`src/rtl/axil_master_bridge.sv`:
```
// axil_master_bridge
//   AXI4-Lite initiator. Accepts one read or write on a simple request
//   port and issues it on the m_axi_* port. One transaction at a time;
//   the result is returned on a registered response port.
//
//   Optional feature macro: AXIL_MST_TIMEOUT_EN
//     When defined, a watchdog ends a stalled transaction after
//     TIMEOUT_CYCLES cycles with resp_err=1 and resp_timeout=1. The
//     outstanding AXI transaction is then drained in the DRAIN state.
//
//   Ports
//     aclk, areset              clock, synchronous active-high reset
//     req_valid/req_ready       request handshake
//     req_write                 1 = write, 0 = read
//     req_addr/wdata/wstrb      request payload
//     resp_valid/resp_ready     response handshake
//     resp_rdata                read data (0 for writes and timeouts)
//     resp_err                  BRESP/RRESP[1] or watchdog timeout
//     resp_timeout              response produced by the watchdog
//     m_axi_aw*/w*/b*/ar*/r*    AXI4-Lite master port
//
//   State        | meaning
//   IDLE         | waiting for a request, req_ready=1
//   WADDR        | AW and W valids presented, waiting for both handshakes
//   WRESP        | bready=1, waiting for B
//   RADDR        | arvalid=1, waiting for AR handshake
//   RDATA        | rready=1, waiting for R
//   RESP         | resp_valid=1, waiting for resp_ready
//   DRAIN        | (watchdog only) finish abandoned AXI transaction
module axil_master_bridge #(
  parameter int ADDR_WIDTH     = 32,
  parameter int TIMEOUT_CYCLES = 1024
) (
  input  logic                  aclk,
  input  logic                  areset,
  input  logic                  req_valid,
  output logic                  req_ready,
  input  logic                  req_write,
  input  logic [ADDR_WIDTH-1:0] req_addr,
  input  logic [31:0]           req_wdata,
  input  logic [3:0]            req_wstrb,
  output logic                  resp_valid,
  input  logic                  resp_ready,
  output logic [31:0]           resp_rdata,
  output logic                  resp_err,
  output logic                  resp_timeout,
  output logic [ADDR_WIDTH-1:0] m_axi_awaddr,
  output logic [2:0]            m_axi_awprot,
  output logic                  m_axi_awvalid,
  input  logic                  m_axi_awready,
  output logic [31:0]           m_axi_wdata,
  output logic [3:0]            m_axi_wstrb,
  output logic                  m_axi_wvalid,
  input  logic                  m_axi_wready,
  input  logic [1:0]            m_axi_bresp,
  input  logic                  m_axi_bvalid,
  output logic                  m_axi_bready,
  output logic [ADDR_WIDTH-1:0] m_axi_araddr,
  output logic [2:0]            m_axi_arprot,
  output logic                  m_axi_arvalid,
  input  logic                  m_axi_arready,
  input  logic [31:0]           m_axi_rdata,
  input  logic [1:0]            m_axi_rresp,
  input  logic                  m_axi_rvalid,
  output logic                  m_axi_rready
);

  if (TIMEOUT_CYCLES < 2) begin : g_param_check
    $error("axil_master_bridge: TIMEOUT_CYCLES must be at least 2");
  end

  typedef enum logic [2:0] {
    IDLE,
    WADDR,
    WRESP,
    RADDR,
    RDATA,
    RESP
`ifdef AXIL_MST_TIMEOUT_EN
    , DRAIN
`endif
  } state_t;

  state_t state, state_nxt;

  logic [ADDR_WIDTH-1:0] addr_q;
  logic [31:0]           wdata_q;
  logic [3:0]            wstrb_q;
  logic [31:0]           rdata_q;
  logic                  err_q;

  // One pending flag per AXI channel. The valids/readies are driven
  // straight from these, so a valid stays up until its own handshake
  // even if the watchdog has already answered the requester.
  logic aw_pend, w_pend, b_pend, ar_pend, r_pend;

  logic accept;
  logic aw_hs, w_hs, b_hs, ar_hs, r_hs;
  logic bready_int, rready_int;
  logic xact_left;
  logic timeout_hit;
  logic cap_b, cap_r, cap_to;
  logic unused_resp_bits;

  assign accept     = (state == IDLE) && req_valid;
  // B and R are only accepted once their address (and data) phase is done.
  assign bready_int = b_pend && !aw_pend && !w_pend;
  assign rready_int = r_pend && !ar_pend;

  assign aw_hs = aw_pend && m_axi_awready;
  assign w_hs  = w_pend && m_axi_wready;
  assign b_hs  = bready_int && m_axi_bvalid;
  assign ar_hs = ar_pend && m_axi_arready;
  assign r_hs  = rready_int && m_axi_rvalid;

  // Something on the AXI side is still outstanding after this edge.
  assign xact_left = (aw_pend && !aw_hs) || (w_pend && !w_hs) ||
                     (b_pend && !b_hs) || (ar_pend && !ar_hs) ||
                     (r_pend && !r_hs);

  assign unused_resp_bits = m_axi_bresp[0] ^ m_axi_rresp[0];

`ifdef AXIL_MST_TIMEOUT_EN
  localparam int CNT_W = $clog2(TIMEOUT_CYCLES);
  localparam logic [CNT_W-1:0] CNT_LAST = CNT_W'(TIMEOUT_CYCLES - 1);

  logic [CNT_W-1:0] cnt;
  logic             busy;
  logic             to_q;

  assign busy = (state == WADDR) || (state == WRESP) ||
                (state == RADDR) || (state == RDATA);
  // cnt is 0 in the first busy cycle, so the limit is reached in the
  // TIMEOUT_CYCLES-th busy cycle and RESP follows on the next edge.
  assign timeout_hit = busy && (cnt == CNT_LAST);

  always_ff @(posedge aclk) begin
    if (areset) begin
      cnt  <= '0;
      to_q <= 1'b0;
    end else begin
      if (accept)    cnt <= '0;
      else if (busy) cnt <= cnt + 1'b1;

      if (cap_b || cap_r) to_q <= 1'b0;
      else if (cap_to)    to_q <= 1'b1;
    end
  end

  assign resp_timeout = to_q;
`else
  assign timeout_hit  = 1'b0;
  assign resp_timeout = 1'b0;
`endif

  always_ff @(posedge aclk) begin
    if (areset) state <= IDLE;
    else        state <= state_nxt;
  end

  always_comb begin
    state_nxt = state;
    cap_b     = 1'b0;
    cap_r     = 1'b0;
    cap_to    = 1'b0;
    case (state)
      IDLE: begin
        if (req_valid) state_nxt = req_write ? WADDR : RADDR;
      end
      WADDR: begin
        if (timeout_hit) begin
          state_nxt = RESP;
          cap_to    = 1'b1;
        end else if ((!aw_pend || aw_hs) && (!w_pend || w_hs)) begin
          state_nxt = WRESP;
        end
      end
      WRESP: begin
        // A response arriving on the timeout cycle is still honoured.
        if (b_hs) begin
          state_nxt = RESP;
          cap_b     = 1'b1;
        end else if (timeout_hit) begin
          state_nxt = RESP;
          cap_to    = 1'b1;
        end
      end
      RADDR: begin
        if (timeout_hit) begin
          state_nxt = RESP;
          cap_to    = 1'b1;
        end else if (ar_hs) begin
          state_nxt = RDATA;
        end
      end
      RDATA: begin
        if (r_hs) begin
          state_nxt = RESP;
          cap_r     = 1'b1;
        end else if (timeout_hit) begin
          state_nxt = RESP;
          cap_to    = 1'b1;
        end
      end
      RESP: begin
        if (resp_ready) begin
`ifdef AXIL_MST_TIMEOUT_EN
          state_nxt = xact_left ? DRAIN : IDLE;
`else
          state_nxt = IDLE;
`endif
        end
      end
`ifdef AXIL_MST_TIMEOUT_EN
      DRAIN: begin
        if (!xact_left) state_nxt = IDLE;
      end
`endif
      default: state_nxt = IDLE;
    endcase
  end

  always_ff @(posedge aclk) begin
    if (areset) begin
      addr_q  <= '0;
      wdata_q <= '0;
      wstrb_q <= '0;
      rdata_q <= '0;
      err_q   <= 1'b0;
      aw_pend <= 1'b0;
      w_pend  <= 1'b0;
      b_pend  <= 1'b0;
      ar_pend <= 1'b0;
      r_pend  <= 1'b0;
    end else begin
      if (accept) begin
        addr_q  <= req_addr;
        wdata_q <= req_wdata;
        wstrb_q <= req_wstrb;
        aw_pend <= req_write;
        w_pend  <= req_write;
        b_pend  <= req_write;
        ar_pend <= !req_write;
        r_pend  <= !req_write;
      end else begin
        if (aw_hs) aw_pend <= 1'b0;
        if (w_hs)  w_pend  <= 1'b0;
        if (b_hs)  b_pend  <= 1'b0;
        if (ar_hs) ar_pend <= 1'b0;
        if (r_hs)  r_pend  <= 1'b0;
      end

      // Results that complete while draining are discarded: cap_* only
      // fire from the working states.
      if (cap_b) begin
        rdata_q <= '0;
        err_q   <= m_axi_bresp[1];
      end else if (cap_r) begin
        rdata_q <= m_axi_rdata;
        err_q   <= m_axi_rresp[1];
      end else if (cap_to) begin
        rdata_q <= '0;
        err_q   <= 1'b1;
      end
    end
  end

  assign req_ready     = (state == IDLE);
  assign resp_valid    = (state == RESP);
  assign resp_rdata    = rdata_q;
  assign resp_err      = err_q;

  assign m_axi_awaddr  = addr_q;
  assign m_axi_awprot  = 3'b000;
  assign m_axi_awvalid = aw_pend;
  assign m_axi_wdata   = wdata_q;
  assign m_axi_wstrb   = wstrb_q;
  assign m_axi_wvalid  = w_pend;
  assign m_axi_bready  = bready_int;
  assign m_axi_araddr  = addr_q;
  assign m_axi_arprot  = 3'b000;
  assign m_axi_arvalid = ar_pend;
  assign m_axi_rready  = rready_int;

endmodule

```
`config.mk`:
```
export PLATFORM = sky130hd
export DESIGN_NAME = axil_master_bridge
export DESIGN_NICKNAME = d
export VERILOG_FILES = /design/src/rtl/axil_master_bridge.sv
export SDC_FILE = /design/constraint.sdc
export NUM_CORES = 1
export LEC_CHECK = 0
export ABC_AREA = 1
export BUFFER_PORTS_ARGS = -buffer_cell sky130_fd_sc_hd__buf_2
export CORE_ASPECT_RATIO = 1.2
export CORE_MARGIN = 1
export CORE_UTILIZATION = 44
export DETAILED_ROUTE_END_ITERATION = 7
export PLACE_DENSITY = 0.83
export SETUP_SLACK_MARGIN = 0.2
export SYNTH_ARGS = -nofsm -noshare
export SYNTH_HDL_FRONTEND = slang
export SYNTH_SLANG_ARGS = --single-unit
```
`constraint.sdc`:
```
create_clock -name aclk -period 1.7 [get_ports aclk]
set_clock_uncertainty 0.2 [all_clocks]
set_input_delay 0.255 -clock aclk [delete_from_list [all_inputs] [get_ports aclk]]
set_output_delay 0.255 -clock aclk [all_outputs]
set_load 0.005 [all_outputs]
```
==> impl_metrics.py <==
metrics = {
    "run": {
        "drv_cap": 0,
    },
    "synth": {
        "synth_cell_types": 22,
        "seq_area_frac_synth_pct": 48.74,
        "syn-cell-area_um2": 4477,
        "yosys_warnings": 0,
        "ys_ff_latch": 109,
        "synthCells": 621,
        "syn_avg_cell_area_um2": 7.209,
    },
    "critical_path": {
        "critPathSlowestCell": "dfxtp_4",
        "end_kind": "primary output",
        "worstPathArrival_ns": 1.18,
        "reg2reg_depth": 10,
        "slowest_delay_ns": 0.37,
        "required_ns": 1.24,
        "critPathLaunchType": "register",
        "r2r_end": "resp_rdata[0]$_SDFFE_PP0P_",
        "worstSetupPathType": "register to primary output",
        "critPathMaxFanout": 5,
        "regToRegSetupSlack_ns": 0.08,
        "path_cells": "buf_6, inv_6, nor3_4, buf_2",
        "r2r-start": "state[2]$_SDFFE_PP0P_",
    },
    "grt": {
        "grt_max_degree": 73,
        "antenna_found_initial": 0,
        "grt_pass1_wl_mm": 23.47,
        "first_global_vias": 5042,
        "grt_use_total_pct": 28.38,
        "overflow": 0,
    },
    "route": {
        "drc_errors": 0,
        "first_pass_iters": 5,
        "wirelength_mm": 15.80,
        "vias": 5199,
        "avgViaCountPerCell": 4.850,
        "ant_nets": 0,
        "wire_per_inst_um": 14.74,
        "first_iter_violations": 280,
    },
    "finish": {
        "diodes": 0,
        "areaGrowthSynthToFinish_pct": 61.32,
        "fin_util_pct": 74.37,
        "seqCellArea_um2": 2195,
        "multi_input_area_um2": 1762,
        "layout-drive-gt1-share_pct": 35.41,
        "fill_cells": 653,
        "fin_nets": 1058,
    },
    "clock_network": {
        "cts-buffers-inserted": 9,
        "cts_buffer_depth": 2,
        "cts_root_buf": "clkbuf_16",
        "path_clk_slew_ns": 0.07,
        "clock_latency_ns": 0.34,
        "cts.sinks": 109,
        "htree_levels": 3,
        "cts_tree": "yes",
    },
    "power_and_ir_drop": {
        "switchingPower_mw": 3.042,
        "sw_frac_of_total_pct": 34.34,
        "ir_worst_vdd_mv": 0.8759,
        "cellPowerDensity_nw_per_um2": 1227,
        "p_comb_share_pct": 37.2,
        "clkPwrFrac_pct": 23.1,
        "p_seq_share_pct": 39.7,
        "p_int_mw": 5.817,
        "leakage_nw": 4.036,
    },
    "die": {
        "die_w_um": 94.08,
        "fp.dieH_um": 112.5,
        "die_area_um2": 10580,
        "io_pins": 261,
        "initial_core_util_pct": 46.10,
        "core_um2": 9711,
        "num_rows": 39,
    },
    "timing": {
        "holdWs_ns": 0.01041,
        "setup_violations": 0,
        "period_needed_ns": 1.630,
        "tightest_slew_ns": 0.6266,
        "drv_slew": 0,
        "rsz0062_at_grt": "yes",
        "fin_setup_tns_ns": 0,
        "timing.slew.headroom_pct": 58.22,
        "finalHoldViolations": 0,
        "timing.final.crit_share_pct": 95.89,
        "fmax_ghz": 0.6135,
    },
    "placed_design": {
        "gp_congestion": 0.7846,
        "port_buffers": 251,
        "dp_hpwl_mm": 8.192,
    },
    "worst_hold_path": {
        "hp-start": "m_axi_rdata[8]",
        "hold_depth": 5,
        "hold_end": "resp_rdata[8]$_SDFFE_PP0P_",
        "holdCritPathClass": "primary input to register",
    },
    "outcome": {
        "status": "finished clean",
    },
}
## layer usage
metal	GRT usage [%]	share of wire [%]	up-vias
li1	-	-	2505
met1	28.32	37	2357
met2	51.97	51	287
met3	8.130	8.0	50
met4	15.38	3.4	0
met5	0	0	-
## layout make-up
cell class | instances | area share [%]
clock buffers | 16 | 4.037
inverters | 48 | 2.824
multi-input cells | 401 | 24.39
flip-flops and latches | 109 | 30.39
well taps | 123 | 2.131
repair buffers | 372 | 35.76
repair inverters | 3 | 0.4678
## sequential cells by signal, indices dropped and copies added, names as in the netlist
signal,cells
m_axi_wstrb,4
resp_err,1
m_axi_arvalid,1
m_axi_wdata,32
b_pend,1
resp_rdata,32
m_axi_awvalid,1
m_axi_wvalid,1
r_pend,1
m_axi_araddr,32
state,3
## stage by stage
step / total power [mW] / instance area [um2] / std cells / setup slack, ns
detailed placement: 6.119 / 5583 / 945 / 0.06159
floorplan: 5.082 / 4499 / 627 / 0.2221
global route: 9.358 / 7222 / 1072 / 0.009999
global placement: 6.079 / 5583 / 945 / 0.07611
finish: 8.859 / 7222 / 1072 / 0.06992
CTS: 8.593 / 7069 / 1068 / 0.06881
## placed cells by master, fill, tap and decap left out
master         instances
nand2_1              141
inv_6                  3
a21oi_2                1
buf_4                 12
o21ai_0               67
inv_16                 1
buf_12                 9
nor3_4                 3
clkbuf_1               3
clkbuf_16             10
inv_2                  4
dfxtp_2                4
inv_4                  1
nand3_1                5
nand2_2                8
nand3_4                1
buf_16                 2
buf_2                251
clkbuf_8               4
nor2_4                 4
nor2_2                 9
dfxtp_1              103
nand4_1                2
a31oi_2                1
o21ai_2                1
o21ai_1                4
clkinv_1               1
buf_6                  4
conb_1                 7
inv_1                 40
clkinv_8               1
nand3b_1               1
dfxtp_4                2
nor2_1               138
dlygate4sd3_1         93
a21oi_1                8
## kinds of logic (layout without fill, tap and decap cells)
kind of cell,count (synthesis),in the layout,synth area share (%)
simple gates,312,312,27.22
flops,109,109,48.74
buf+inv,117,439,14.62
other cells,1,7,0.08377
compound gates,82,82,9.335
## timing repair
item                       4_1_cts  5_1_grt
setup endpoints to repair       82      112
hold endpoints to repair        94        0
buffers inserted                 9        3
gates cloned                     5        1
gates resized for setup         34       30
hold buffers                    93        0
pin swaps                        7        9
## how the worst max path moves through the flow
stage	from	to	slack, ns	cells after the start
final	state[2]$_SDFFE_PP0P_	resp_valid	0.07	4
after global routing	state[2]$_SDFFE_PP0P_	resp_rdata[17]$_SDFFE_PP0P_	0.01	10
after CTS	state[2]$_SDFFE_PP0P_	resp_valid	0.07	4
after detailed placement	r_pend$_SDFFE_PP0P_	resp_rdata[21]$_SDFFE_PP0P_	0.06	9
after global placement	r_pend$_SDFFE_PP0P_	resp_err$_SDFFE_PP0P_	0.08	7
after floorplan	m_axi_wvalid$_SDFFE_PP0P_	resp_rdata[10]$_SDFFE_PP0P_	0.22	5
## worst max-delay path: cells and delay by family, from the launching register on
kind,cells,cell delay [ns]
flip-flops,1,0.37
buffers and inverters,3,0.31
AND/OR/NAND/NOR,1,0.16
## power by group through the flow
stage / Sequential, mW / Combinational [mW] / Clock (mW)
after floorplan: 3.54 / 1.54 / 0
after global placement: 3.48 / 2.59 / 0
final: 3.52 / 3.29 / 2.04
after detailed placement: 3.49 / 2.63 / 0
after global routing: 3.58 / 3.60 / 2.19
after CTS: 3.47 / 3.04 / 2.08
## Yosys cell counts (all sizes together)
cell type / number / share of area [%]
a21oi: 9 / 1.0
a31oi: 1 / 0.28
buf: 55 / 9.3
clkbuf: 14 / 1.3
conb: 1 / 0.084
dfxtp: 109 / 49
inv: 48 / 4.0
nand2: 149 / 13
nand3: 6 / 0.78
nand3b: 1 / 0.17
nand4: 2 / 0.28
nor2: 151 / 13
nor3: 3 / 0.45
o21ai: 72 / 8.0
(Power assumes the default switching activity.)
